===== src/rtl/cw_key_sidetone.sv =====
// CW key conditioning and sidetone: paddle sync/debounce, key/PTT-hang FSM,
// square-wave sidetone while keyed.

// Per-paddle conditioning: two-flop synchronizer, invert, ms-tick debounce.
module cw_deb #(
  parameter int DEB_MS = 5
) (
  input  logic clk,
  input  logic rst_n,
  input  logic raw,
  input  logic ms_tick,
  output logic out
);
  localparam int CW = $clog2(DEB_MS + 2);

  logic [1:0]    sync;
  logic [CW-1:0] cnt;
  logic          lvl;

  assign lvl = ~sync[1];

  // Synchronizer resets to the released (high) raw level.
  always_ff @(posedge clk or negedge rst_n)
    if (!rst_n) sync <= 2'b11;
    else        sync <= {sync[0], raw};

  // The first tick after a change starts the window; DEB_MS further ticks
  // with no change are needed before the output follows.
  always_ff @(posedge clk or negedge rst_n)
    if (!rst_n) begin
      cnt <= '0;
      out <= 1'b0;
    end else if (lvl == out) begin
      cnt <= '0;
    end else if (ms_tick) begin
      if (cnt == CW'(DEB_MS)) begin
        out <= lvl;
        cnt <= '0;
      end else begin
        cnt <= cnt + 1'b1;
      end
    end
endmodule

module cw_key_sidetone #(
  parameter int TICK_DIV   = 76800,
  parameter int TONE_PRESC = 96,
  parameter int DEB_MS     = 5
) (
  input  logic        clk,
  input  logic        rst_n,
  input  logic        io_cwl,
  input  logic        io_cwr,
  input  logic        cw_enable,
  input  logic        tx_inhibit,
  input  logic        sidetone_en,
  input  logic [11:0] tone_half,
  input  logic [9:0]  hang_ms,
  output logic        pi_cwl,
  output logic        pi_cwr,
  output logic        cw_keydown,
  output logic        io_cw_on,
  output logic        io_sidetone
);
  localparam int TW = $clog2(TICK_DIV + 1);
  localparam int PW = $clog2(TONE_PRESC + 1);

  typedef enum logic [1:0] {IDLE, KEYED, HANG} st_t;

  logic [TW-1:0] ms_cnt;
  logic [PW-1:0] tn_cnt;
  logic          ms_tick, tone_tick;
  logic [1:0]    raw, deb;
  st_t           st, nxt;
  logic [9:0]    hang_cnt;
  logic          hang_zero;
  logic          force_idle, tone_on;
  logic [11:0]   tcnt, th;

  assign raw    = {io_cwr, io_cwl};
  assign pi_cwl = deb[0];
  assign pi_cwr = deb[1];

  for (genvar i = 0; i < 2; i++) begin : g_deb
    cw_deb #(.DEB_MS(DEB_MS)) u_deb (
      .clk(clk), .rst_n(rst_n), .raw(raw[i]), .ms_tick(ms_tick), .out(deb[i])
    );
  end

  assign ms_tick   = (ms_cnt == TW'(TICK_DIV - 1));
  assign tone_tick = (tn_cnt == PW'(TONE_PRESC - 1));

  // Free-running ms and tone prescalers.
  always_ff @(posedge clk or negedge rst_n)
    if (!rst_n) begin
      ms_cnt <= '0;
      tn_cnt <= '0;
    end else begin
      ms_cnt <= ms_tick   ? '0 : ms_cnt + 1'b1;
      tn_cnt <= tone_tick ? '0 : tn_cnt + 1'b1;
    end

  assign force_idle = tx_inhibit | ~cw_enable;

  // Key FSM state register.
  always_ff @(posedge clk or negedge rst_n)
    if (!rst_n) st <= IDLE;
    else        st <= nxt;

  // Next state; inhibit/disable override any key-down.
  always_comb begin
    nxt = st;
    if (force_idle) nxt = IDLE;
    else begin
      case (st)
        IDLE:  if (pi_cwl) nxt = KEYED;
        KEYED: if (!pi_cwl) nxt = HANG;
        HANG:  if (pi_cwl) nxt = KEYED;
               else if (hang_cnt == 10'd0 && (ms_tick || hang_zero)) nxt = IDLE;
        default: nxt = IDLE;
      endcase
    end
  end

  // Hang counter: loaded on key-up, counts down on ms ticks.
  // hang_zero lets a zero hang time leave on the next clk without a tick.
  always_ff @(posedge clk or negedge rst_n)
    if (!rst_n) begin
      hang_cnt  <= '0;
      hang_zero <= 1'b0;
    end else if (st == KEYED && nxt == HANG) begin
      hang_cnt  <= hang_ms;
      hang_zero <= (hang_ms == 10'd0);
    end else if (st == HANG && ms_tick && hang_cnt != 10'd0) begin
      hang_cnt <= hang_cnt - 1'b1;
    end

  // Registered key outputs; force_idle drops them on the very next clk.
  always_ff @(posedge clk or negedge rst_n)
    if (!rst_n) begin
      cw_keydown <= 1'b0;
      io_cw_on   <= 1'b0;
    end else begin
      cw_keydown <= (st == KEYED) && !force_idle;
      io_cw_on   <= (st == KEYED || st == HANG) && !force_idle;
    end

  assign tone_on = (st == KEYED) && sidetone_en && !force_idle;
  assign th      = (tone_half == 12'd0) ? 12'd1 : tone_half;

  // Sidetone half-period counter; >= keeps a live shrink of tone_half safe.
  always_ff @(posedge clk or negedge rst_n)
    if (!rst_n) begin
      tcnt        <= '0;
      io_sidetone <= 1'b0;
    end else if (!tone_on) begin
      tcnt        <= '0;
      io_sidetone <= 1'b0;
    end else if (tone_tick) begin
      if (tcnt >= th - 12'd1) begin
        tcnt        <= '0;
        io_sidetone <= ~io_sidetone;
      end else begin
        tcnt <= tcnt + 1'b1;
      end
    end
endmodule

===== config.mk =====
export PLATFORM = sky130hd
export DESIGN_NAME = cw_key_sidetone
export DESIGN_NICKNAME = d
export VERILOG_FILES = /design/src/rtl/cw_key_sidetone.sv
export SDC_FILE = /design/constraint.sdc
export NUM_CORES = 1
export LEC_CHECK = 0
export BUFFER_PORTS_ARGS = -buffer_cell sky130_fd_sc_hd__buf_2
export CORE_ASPECT_RATIO = 0.9
export CORE_MARGIN = 3
export CORE_UTILIZATION = 40
export DETAILED_ROUTE_END_ITERATION = 10
export PLACE_DENSITY = 0.55
export SLEW_MARGIN = 20
export SYNTH_ARGS = -nofsm -noshare
export SYNTH_HDL_FRONTEND = slang
export SYNTH_SLANG_ARGS = --single-unit

===== constraint.sdc =====
create_clock -name clk -period 4 [get_ports clk]
set_input_delay 0.8 -clock clk [delete_from_list [all_inputs] [get_ports clk]]
set_output_delay 0.8 -clock clk [all_outputs]
set_load 0.05 [all_outputs]

==> impl_results.md <==
* First-pass GRT wire length at 12100 um
* Wire per inst at 13.7 um
* Synth Warn # at 0
* Clock latency on the worst-skew pair at 0.34 ns
* Share of the synthesized area in the top cell type at 0.419
* Setup TNS at 0 ns
* Post-Synth Simple-Gate Area at 0.227
* Ys async rst share at 1.00
* Clock root buffer: clkbuf_8
* Fin nets at 449
* Leakage Power at 1.84 nW
* Row Count at 32
* Global placer's final weighted congestion at 0.795
* Setup violations, final at 0
* Cell area after synthesis at 0.00359 sq mm
* Placed Area at 0.00395 sq mm
* Synthesized flop and latch total at 64
* Status: completed
* Global route overflow at 0
* Dpl cells at 506
* Worst reg2reg path endpoint: hang_cnt[2]
* Area fraction in compound gates after synthesis at 0.0865
* Ys flop type: dfrtp_1
* Post-synth EDFFs at 0
* Pre-CTS WS at -0.131 ns
* Synth Area in Adders at 0.0733
* R2R cell count at 7
* Area grow syn2layout at 18.8%
* Layout cells sized above 1 at 0.218
* Fin area at 0.00426 sq mm
* Largest net degree at the start of global routing at 42
* Most instantiated cells after synthesis: dfrtp_1 (60), nor2_1 (35), nand2_1 (32), xnor2_1 (26), ha_1 (21)
* Crit end category: register
* Via count at 2683
* Post-synthesis cell type count at 56
* Total global-route track usage at 0.153
* Peak VDD IR at 159 uV
* Initial Util at 0.415
* Worst setup skew after layout at 0.00924 ns
* Top-count cell post-synth: dfrtp_1
* Post-synthesis sequential area ratio at 0.448
* Final Cycle Share at 0.933
* Fmax at 0.268 GHz
* Pwr dens at 363 mW/mm^2
* DRT antenna net count at 0
* Syn Inst Count at 348
* Final Hold Fails at 0
* Port Buffers at 33
* Post-Synthesis Net Count at 398
* Switching part of the total at 0.202
* Setup ws final at 0.270 ns
* Drt drc at 0
* Worst Setup EP: tcnt[4]
* Xor and xnor area share after synthesis at 0.107
* Via/cell ratio at 5.13
* Max Slew Vio Count at 0
* CTS H-Tree Depth at 3
* Min cycle time layout at 3.73 ns
* Switch Pwr at 0.000313 W
* Mean area per synthesized cell at 10.3 sq um
* Ports at 34
* CTS buffer count at 9
* Hold Crit Class: register to register
* Register-to-register setup slack at 0.94 ns
* Antenna fix cells at 0
* Combinational share of power at 0.054
* CTS tree: done
* Clk slew on worst S/H paths at 0.08 ns
* Chip Width at 106 um
* Post-DP HPWL at 5180 um
* Max_cap viols at 0
* Initial antenna violation count at 0
* Required time worst endpoint at 4.25 ns
* Vias in the first global route at 2543
* Worst-margin pin slew at 0.871 ns
* Drt first pass iters at 4
* Clock Power Share at 0.518
* Drt initial violations at 78
* Critical path startpoint category: primary input
* Core Area at 0.00865 sq mm
* Dominant cell type by area after synthesis: dfrtp_1
* Rel. slew slack at 0.419
* RSZ-0062 raised after global routing: false
* Die ar. at 0.0101 sq mm
* Worst Setup SP: tone_half[6]
* Critical path class: primary input to register
* WL final at 7170 um
* CP arrival at 3.98 ns
* Mux cell area share after synthesis at 0.0429
* Fillers at 831
* Chip height at 95.8 um
* Sink Count at 64
* Layout Cells excl Fill at 523
* Largest family of logic cells by synthesized area: simple AND/OR/NAND/NOR gates
* Reg2reg start: hang_cnt[0]
* Synth area leaders: dfrtp_1 (42%), ha_1 (7.3%), xnor2_1 (6.4%), xor2_1 (4.4%), nor2_1 (3.7%)
* Internal at 0.00124 W
* CP Max Fanout at 3
* Maximum buffer depth of the clock tree at 2
* Reg power frac at 0.428
flip-flops by register name (all words and copies together), names as in the netlist, 2 cells and up:
signal and flops:
st 2, ms_cnt 17, tcnt 12, g_deb.u_deb.sync 4, g_deb.u_deb.out 2, hang_cnt 10
tn_cnt 7, g_deb.u_deb.cnt 6
metrics by stage:
| step | util | power, W | hold slack [ns] |
|---|---|---|---|
| 4_1_cts | 0.490 | 0.00158 | 0.356 |
| 2_1_floorplan | - | 0.000713 | 0.345 |
| 6_report | 0.493 | 0.00155 | 0.352 |
| 5_1_grt | 0.493 | 0.00161 | 0.351 |
| 3_5_place_dp | 0.457 | 0.000760 | 0.347 |
| 3_3_place_gp | 0.457 | 0.000759 | 0.346 |
worst max-delay path, cell delays in order:
cell,delay [ns]
buf_2,0.10
or4_4,0.54
nor2_1,0.10
nand2_1,0.08
nor2_2,0.12
a21oi_1,0.10
ha_1,0.21
nand2_1,0.10
xor2_1,0.17
ha_1,0.26
and3_1,0.22
a221oi_2,0.26
o31ai_1,0.13
a211oi_1,0.27
buf_4,0.16
nand2_1,0.08
o31ai_1,0.27
cells by family after synthesis:
| group | Yosys count |
|---|---|
| AND/OR/NAND/NOR | 147 |
| flip-flops | 64 |
| buffers and inverters | 12 |
| multiplexers | 14 |
| adder cells (fa/ha/maj) | 21 |
| XOR/XNOR | 44 |
| AO/OA/AOI/OAI | 46 |
repair_timing:
action	in CTS	in global routing
endpoints found under the setup margin	0	3
buffers inserted	0	1
hold buffers	0	0
resized for setup	0	3
placed cells by master, fill, tap and decap left out, types with 2 or more instances in the layout:
master	count
clkbuf_8	9
or3_1	6
nor3_1	7
nand4_1	6
mux2_2	11
nand2_1	32
nand3b_1	3
o21a_1	2
ha_1	21
inv_1	8
a21oi_1	14
xnor2_1	26
and4_1	3
nor4_1	3
or4_1	3
nand3_1	17
and2_1	4
nor2_1	34
mux2i_1	3
or2_2	2
and3_1	2
xor2_1	18
or4b_2	2
o21ai_0	11
dfrtp_1	60
bufinv_16	5
nor2b_1	3
nand4b_1	5
buf_2	33
o31ai_1	4
dfstp_2	4
buf_4	11
nand2b_1	4
final cells by class:
class / instances / area, sq um / share of cell area
repair buffers: 44 / 248 / 0.0581
inverters: 8 / 30.0 / 0.00705
multi-input cells: 272 / 1940 / 0.455
clock buffers: 9 / 124 / 0.0291
flip-flops and latches: 64 / 1610 / 0.377
well taps: 119 / 149 / 0.0349
clock inverters: 7 / 166 / 0.0390
power groups by stage:
stage | clock network (W) | registers [W] | logic [W]
final | 0.000802 | 0.000662 | 0.0000842
after CTS | 0.000828 | 0.000662 | 0.0000857
after global routing | 0.000853 | 0.000663 | 0.0000968
after global placement | 0 | 0.000675 | 0.0000840
after floorplan | 0 | 0.000673 | 0.0000401
after detailed placement | 0 | 0.000674 | 0.0000852
worst min-delay path by stage:
stage	from	end	slack [ns]	depth (start not counted)
floorplan	g_deb[0].u_deb.sync[0]	g_deb[0].u_deb.sync[1]	0.35	0
global route	g_deb[1].u_deb.sync[0]	g_deb[1].u_deb.sync[1]	0.35	0
finish	g_deb[1].u_deb.sync[0]	g_deb[1].u_deb.sync[1]	0.35	0
global placement	g_deb[1].u_deb.sync[0]	g_deb[1].u_deb.sync[1]	0.35	0
detailed placement	g_deb[1].u_deb.sync[0]	g_deb[1].u_deb.sync[1]	0.35	0
CTS	g_deb[1].u_deb.sync[0]	g_deb[1].u_deb.sync[1]	0.36	0
per-layer routing:
metal  vias to the layer above  part of all wire  global-route usage
li1                       1345                 -                   -
met1                      1286              0.51               0.206
met2                        41              0.44               0.235
met3                        11             0.037              0.0416
met4                         0             0.019              0.0647
met5                         -                 0                   0
(Power assumes the default switching activity.)
